`config.mk`:
```
export PLATFORM = sky130hd
export DESIGN_NAME = sync_fifo
export DESIGN_NICKNAME = d
export VERILOG_FILES = /design/src/rtl/sync_fifo_pkg.sv /design/src/rtl/sync_fifo_ptr.sv /design/src/rtl/sync_fifo.sv
export SDC_FILE = /design/constraint.sdc
export NUM_CORES = 1
export LEC_CHECK = 0
export ABC_AREA = 1
export CORE_AREA = 2 2 193 195
export DETAILED_ROUTE_END_ITERATION = 10
export DIE_AREA = 0 0 195 197
export GPL_TIMING_DRIVEN = 0
export PLACE_DENSITY = 0.74
export SLEW_MARGIN = 20
export SYNTH_ARGS = -nofsm -noshare
export SYNTH_HDL_FRONTEND = slang
export SYNTH_SLANG_ARGS = --single-unit
```
`constraint.sdc`:
```
create_clock -name clk_i -period 4.6 [get_ports clk_i]
set_input_delay 0.46 -clock clk_i [delete_from_list [all_inputs] [get_ports clk_i]]
set_output_delay 0.46 -clock clk_i [all_outputs]
set_load 0.01 [all_outputs]
```
`src/rtl/sync_fifo_pkg.sv`:
```
// Shared helpers for the single-clock FIFO; all sizing is per instance.
package sync_fifo_pkg;

  function automatic int unsigned ptr_width(input int unsigned depth);
    return (depth > 32'd1) ? 32'($clog2(depth)) : 32'd1;
  endfunction

  function automatic int unsigned level_width(input int unsigned depth);
    return 32'($clog2(depth + 32'd1));
  endfunction

endpackage

```
`src/rtl/sync_fifo_ptr.sv`:
```
// Storage index counter that wraps from DEPTH-1 back to 0, so DEPTH need not be a power of two.
module sync_fifo_ptr
  import sync_fifo_pkg::*;
#(
  parameter int unsigned DEPTH = 16
) (
  input  logic                       clk_i,
  input  logic                       rst_i,
  input  logic                       inc_i,
  output logic [$clog2(DEPTH)-1:0]   ptr_o
);

  localparam int unsigned PW = ptr_width(DEPTH);

  always_ff @(posedge clk_i) begin
    if (rst_i) begin
      ptr_o <= '0;
    end else if (inc_i) begin
      ptr_o <= (ptr_o == PW'(DEPTH - 1)) ? '0 : ptr_o + PW'(1);
    end
  end

endmodule

```
`src/rtl/sync_fifo.sv`:
```
// Single-clock first-word-fall-through FIFO with fill level and almost flags.
// Optional sticky overflow/underflow flags are built when SYNC_FIFO_ERR_EN is defined.
module sync_fifo
  import sync_fifo_pkg::*;
#(
  parameter int unsigned WIDTH         = 32,
  parameter int unsigned DEPTH         = 16,
  parameter int unsigned AFULL_THRESH  = DEPTH - 2,
  parameter int unsigned AEMPTY_THRESH = 2
) (
  input  logic                         clk_i,
  input  logic                         rst_i,
  input  logic [WIDTH-1:0]             wdata_i,
  input  logic                         we_i,
  input  logic                         re_i,
  output logic [WIDTH-1:0]             rdata_o,
  output logic                         full_o,
  output logic                         empty_o,
  output logic                         almost_full_o,
  output logic                         almost_empty_o,
  output logic [$clog2(DEPTH+1)-1:0]   level_o,
  output logic                         overflow_o,
  output logic                         underflow_o,
  input  logic                         err_clr_i
);

  localparam int unsigned PW = ptr_width(DEPTH);
  localparam int unsigned LW = level_width(DEPTH);

  logic [WIDTH-1:0] mem [DEPTH];
  logic [PW-1:0]    wptr;
  logic [PW-1:0]    rptr;
  logic [LW-1:0]    level_q;
  logic             push_acc;
  logic             pop_acc;

  // A full FIFO still takes a push when the head leaves in the same cycle.
  assign pop_acc  = re_i & ~empty_o;
  assign push_acc = we_i & (~full_o | pop_acc);

  sync_fifo_ptr #(.DEPTH(DEPTH)) u_wptr (
    .clk_i (clk_i),
    .rst_i (rst_i),
    .inc_i (push_acc),
    .ptr_o (wptr)
  );

  sync_fifo_ptr #(.DEPTH(DEPTH)) u_rptr (
    .clk_i (clk_i),
    .rst_i (rst_i),
    .inc_i (pop_acc),
    .ptr_o (rptr)
  );

  always_ff @(posedge clk_i) begin
    if (!rst_i && push_acc) begin
      mem[wptr] <= wdata_i;
    end
  end

  always_ff @(posedge clk_i) begin
    if (rst_i) begin
      level_q <= '0;
    end else if (push_acc && !pop_acc) begin
      level_q <= level_q + LW'(1);
    end else if (pop_acc && !push_acc) begin
      level_q <= level_q - LW'(1);
    end
  end

  // Flags decode straight from the level register so they track level_o exactly.
  assign rdata_o        = mem[rptr];
  assign level_o        = level_q;
  assign empty_o        = (level_q == '0);
  assign full_o         = (level_q == LW'(DEPTH));
  assign almost_full_o  = (32'(level_q) >= AFULL_THRESH);
  assign almost_empty_o = (32'(level_q) <= AEMPTY_THRESH);

`ifdef SYNC_FIFO_ERR_EN
  // Sticky error flags; a new error in the clearing cycle keeps the flag set.
  always_ff @(posedge clk_i) begin
    if (rst_i) begin
      overflow_o  <= 1'b0;
      underflow_o <= 1'b0;
    end else begin
      if (we_i && full_o && !pop_acc) begin
        overflow_o <= 1'b1;
      end else if (err_clr_i) begin
        overflow_o <= 1'b0;
      end
      if (re_i && empty_o) begin
        underflow_o <= 1'b1;
      end else if (err_clr_i) begin
        underflow_o <= 1'b0;
      end
    end
  end
`else
  logic unused_err_clr;
  assign unused_err_clr = err_clr_i;
  assign overflow_o     = 1'b0;
  assign underflow_o    = 1'b0;
`endif

endmodule

```
==> metrics.md <==
| Metric | Value |
|---|---|
| Outcome | completed |
| Worst slew margin relative to its limit | 17.9% |
| Antenna Violating Nets Remaining | 0 |
| Core Region | 36300 um2 |
| Count of buffers from port buffering | 76 |
| Pwr/cell area | 507 nW/um2 |
| Startpoint of the worst-slack reg-to-reg timing path | level_o[0]$_SDFFE_PP0P_ |
| Crit share post-route | 81.7% |
| Sequential share of the synthesized area | 72.8% |
| Top-area cell type share of the netlist area | 71.2% |
| Area of all sequential standard cells | 15700 um2 |
| Nature of the critical path startpoint | register |
| Maximum fanout along the worst path | 10 |
| Class of the tightest hold or removal check | register to register |
| Cells after Synth | 1836 |
| Slowest stage delay, CP | 0.74 ns |
| Clock slew at the register clock pins of the worst setup and hold paths | 0.06 ns |
| Average cell area after synthesis | 11.8 um2 |
| Yosys Warn Count | 0 |
| Routed length per instance | 24.5 um |
| Weighted congestion reported at the end of routability-driven placement | 0.851 |
| Global-route met2 utilization | 51.6% |
| End point of the critical path | rdata_o[11] |
| Horizontal extent of the die | 195 um |
| Die Area | 38400 um2 |
| Multi-input gate area in the final layout | 5040 um2 |
| Skew-Pair Late Insertion Delay | 0.57 ns |
| Clock tree from TritonCTS | yes |
| TritonCTS buffer count | 51 |
| Area fraction in and, or, nand and nor cells after synthesis | 16.1% |
| Synth Flop Type | sky130_fd_sc_hd__edfxtp_1 |
| Final-stage net count | 2045 |
| Type of the worst setup path | register to output pin |
| Final Hold Violating Endpoints | 0 |
| Detailed-router iteration count before antenna repair | 6 |
| Final setup vio count | 0 |
| Adder and majority cell fraction of the synthesized area | 0.614% |
| Post_cts resized | 0 |
| Top cells by area in the synthesized netlist | sky130_fd_sc_hd__edfxtp_1, sky130_fd_sc_hd__nand2_1, sky130_fd_sc_hd__nand3_1 |
| I/O Pins | 80 |
| Max VDD drop | 0.360 mV |
| Largest family of logic cells by synthesized area | simple AND/OR/NAND/NOR gates |
| Leakage | 9.13 nW |
| Max-capacitance violation count | 0 |
| Sort of element at the end of the critical path | output pin |
| Busiest metal layer after global routing | met2 |
| Grt ovf | 0 |
| N_diodes | 0 |
| Crit. path cell count | 6 |
| Via density per instance | 6.06 |
| Total of hold buffers inserted after clock tree synthesis | 0 |
| Effective utilization at floorplan | 59.5% |
| Post-DP HPWL | 39200 um |
| Worst reg2reg path endpoint | mem[1][17]$_DFFE_PP_ |
| All-Layer GR Usage | 32.2% |
| Post-placement worst setup slack | 1.36 ns |
| WP data arrival | 3.30 ns |
| Post-route worst setup slack | 0.843 ns |
| Number of flops mapped to enable cells by yosys | 512 |
| Fraction of final layout cells with drive strength greater than 1 | 9.18% |
| Fill cell instance count of the final layout | 2499 |
| Post-CTS Repair Setup Buffers | 0 |
| Crit path cell chain | clkbuf_1, clkbuf_1, nand3_1, nand3_1, nand2_1, clkdlybuf4s50_1 |
| Achievable Freq | 0.266 GHz |
| Final core occ | 69.3% |
| Fin. max-slew vios | 0 |
| Actual transition at the worst max-transition pin | 1.23 ns |
| Cell taking the most area after synthesis | sky130_fd_sc_hd__edfxtp_1 |
| Maximum number of pins on one net before global-route repair | 19 |
| Data required time of the worst path | 4.14 ns |
| Final instance area | 25100 um2 |
| Critical path buffers and inverters | 3 |
| Final Routed Wirelength | 61400 um |
| Met3 Use GR | 5.92% |
| Violation count after the first detailed-routing iteration | 2257 |
| Depth of the most critical reg-to-reg path | 7 |
| Number of DRC violations after detailed routing | 0 |
| Vertical die dimension | 197 um |
| Layout-stage area growth over the synthesis result | 16.4% |
| Std cell rows | 70 |
| Initial antenna violation count | 0 |
| Cell area reported after detailed placement | 23600 um2 |
| Compound-Gate Fraction of Synth Area | 5.98% |
| Kind of cell adding the most delay to the critical path | buffers and inverters |
| Clock net sink count | 529 |
| Xor-xnor portion of the synthesized cell area | 0.122% |
| Minimum period implied by the final worst setup slack | 3.76 ns |
| Async SR Flop Fraction | 0% |
| Number of cells traversed by the worst hold path | 2 |
| Clk Tree Root Cell | sky130_fd_sc_hd__clkbuf_16 |
| Setup repair after global routing missed its margin | no |
| Slack of the worst reg-to-reg path | 1.79 ns |
| Area of the mapped netlist | 21600 um2 |
| Wire length of the first global-routing pass | 89800 um |
| Synth Register Bits | 529 |
| Max stage delay cell, worst path | sky130_fd_sc_hd__clkbuf_1 |
| Vias in the first global route | 14496 |
| Buffer depth of the longest clock path | 3 |
| Number of distinct library cells after synthesis | 26 |
| Multiplexer share of the synthesized area | 0% |
| Largest clock skew in the final design | 0.0151 ns |
| Clock H-tree levels | 2 |
| Total number of vias | 15191 |
| Met1 track utilization from global routing | 43.4% |
[metrics by stage]
stage          total power (W)  setup TNS (ns)  hold WS, ns  instances
6_report                0.0127               0        0.530       2506
5_1_grt                 0.0132               0        0.553       2506
3_3_place_gp           0.00871         -401.29        0.507       2381
3_5_place_dp           0.00881               0        0.516       2413
2_1_floorplan          0.00736               0        0.480       1837
4_1_cts                 0.0127               0        0.527       2506
[cells in the mapped netlist (14+ instances only)]
| master | number |
|---|---|
| sky130_fd_sc_hd__buf_2 | 58 |
| sky130_fd_sc_hd__clkbuf_1 | 28 |
| sky130_fd_sc_hd__dfxtp_1 | 17 |
| sky130_fd_sc_hd__edfxtp_1 | 512 |
| sky130_fd_sc_hd__inv_1 | 117 |
| sky130_fd_sc_hd__nand2_1 | 413 |
| sky130_fd_sc_hd__nand3_1 | 201 |
| sky130_fd_sc_hd__nor2_1 | 234 |
| sky130_fd_sc_hd__o211ai_1 | 88 |
| sky130_fd_sc_hd__o21ai_0 | 97 |
| sky130_fd_sc_hd__o21ai_1 | 14 |
[cell families (layout without fill, tap and decap cells)]
| kind of cell | after synthesis | in the layout |
|---|---|---|
| AND/OR/NAND/NOR | 854 | 854 |
| XOR/XNOR | 3 | 3 |
| adder cells (fa/ha/maj) | 10 | 10 |
| flip-flops | 529 | 529 |
| AO/OA/AOI/OAI | 213 | 213 |
| buffers and inverters | 226 | 427 |
| other | 1 | 2 |
[state kept, by name (all words and copies together) (netlist names), named ones only]
signal and count:
u_wptr.ptr_o 4, mem 512, level_o 5, u_rptr.ptr_o 4
[worst min path at each step]
stage,from,end
after global placement,u_rptr.ptr_o[0]$_SDFFE_PP0N_,u_rptr.ptr_o[0]$_SDFFE_PP0N_
after CTS,u_rptr.ptr_o[0]$_SDFFE_PP0N_,u_rptr.ptr_o[0]$_SDFFE_PP0N_
after detailed placement,u_rptr.ptr_o[0]$_SDFFE_PP0N_,u_rptr.ptr_o[0]$_SDFFE_PP0N_
after global routing,u_rptr.ptr_o[1]$_SDFFE_PP0N_,u_rptr.ptr_o[1]$_SDFFE_PP0N_
final,u_rptr.ptr_o[0]$_SDFFE_PP0N_,u_rptr.ptr_o[0]$_SDFFE_PP0N_
after floorplan,u_rptr.ptr_o[0]$_SDFFE_PP0N_,register
[power by group]
part | total, W | leakage, nW | switching (W) | internal, W
logic | 0.00338 | 3.62 | 0.00225 | 0.00113
clock network | 0.00394 | 0.759 | 0.00173 | 0.00220
registers | 0.00542 | 4.75 | 0.0000537 | 0.00536
total | 0.0127 | 9.13 | 0.00404 | 0.00870
[worst min-delay path, cell delays in order (launching register included)]
cell and delay [ns]:
sky130_fd_sc_hd__dfxtp_1 0.34, sky130_fd_sc_hd__nand2_1 0.07, sky130_fd_sc_hd__a21oi_1 0.07
[final cells by class]
| type | instances | area share (%) |
|---|---|---|
| sequential | 529 | 62.5 |
| clock buffer | 68 | 5.45 |
| tap | 468 | 2.33 |
| clock inverter | 25 | 0.702 |
| buffer | 106 | 2.01 |
| inverter | 120 | 1.79 |
| timing repair buffer | 108 | 5.18 |
| multi-input combinational | 1082 | 20.0 |
[cells in the final DEF (no fill, tap or decap), drive strengths merged]
cell           Yosys  layout
fa                 1       1
ha                 9       9
clkbuf            28      96
buf               78     110
or2                1       1
bufinv             0       2
nand4              2       2
inv              120     123
clkinv             0      19
xor2               2       2
conb               1       2
nor3               3       3
clkdlybuf4s50      0      76
nand3            201     201
a21oi             12      12
xnor2              1       1
edfxtp           512     512
dfxtp             17      17
o31ai              1       1
o21ai            111     111
o211ai            88      88
nor2             234     234
nand2            413     413
clkinvlp           0       1
o21bai             1       1
[metal layers]
| layer | routed length, um | vias up |
|---|---|---|
| met2 | 28700 | 1082 |
| met4 | 2750 | 0 |
| met3 | 7110 | 182 |
| met1 | 22800 | 7218 |
| met5 | 0 | - |
| li1 | - | 6709 |
Power figures use the tool's default switching activity.
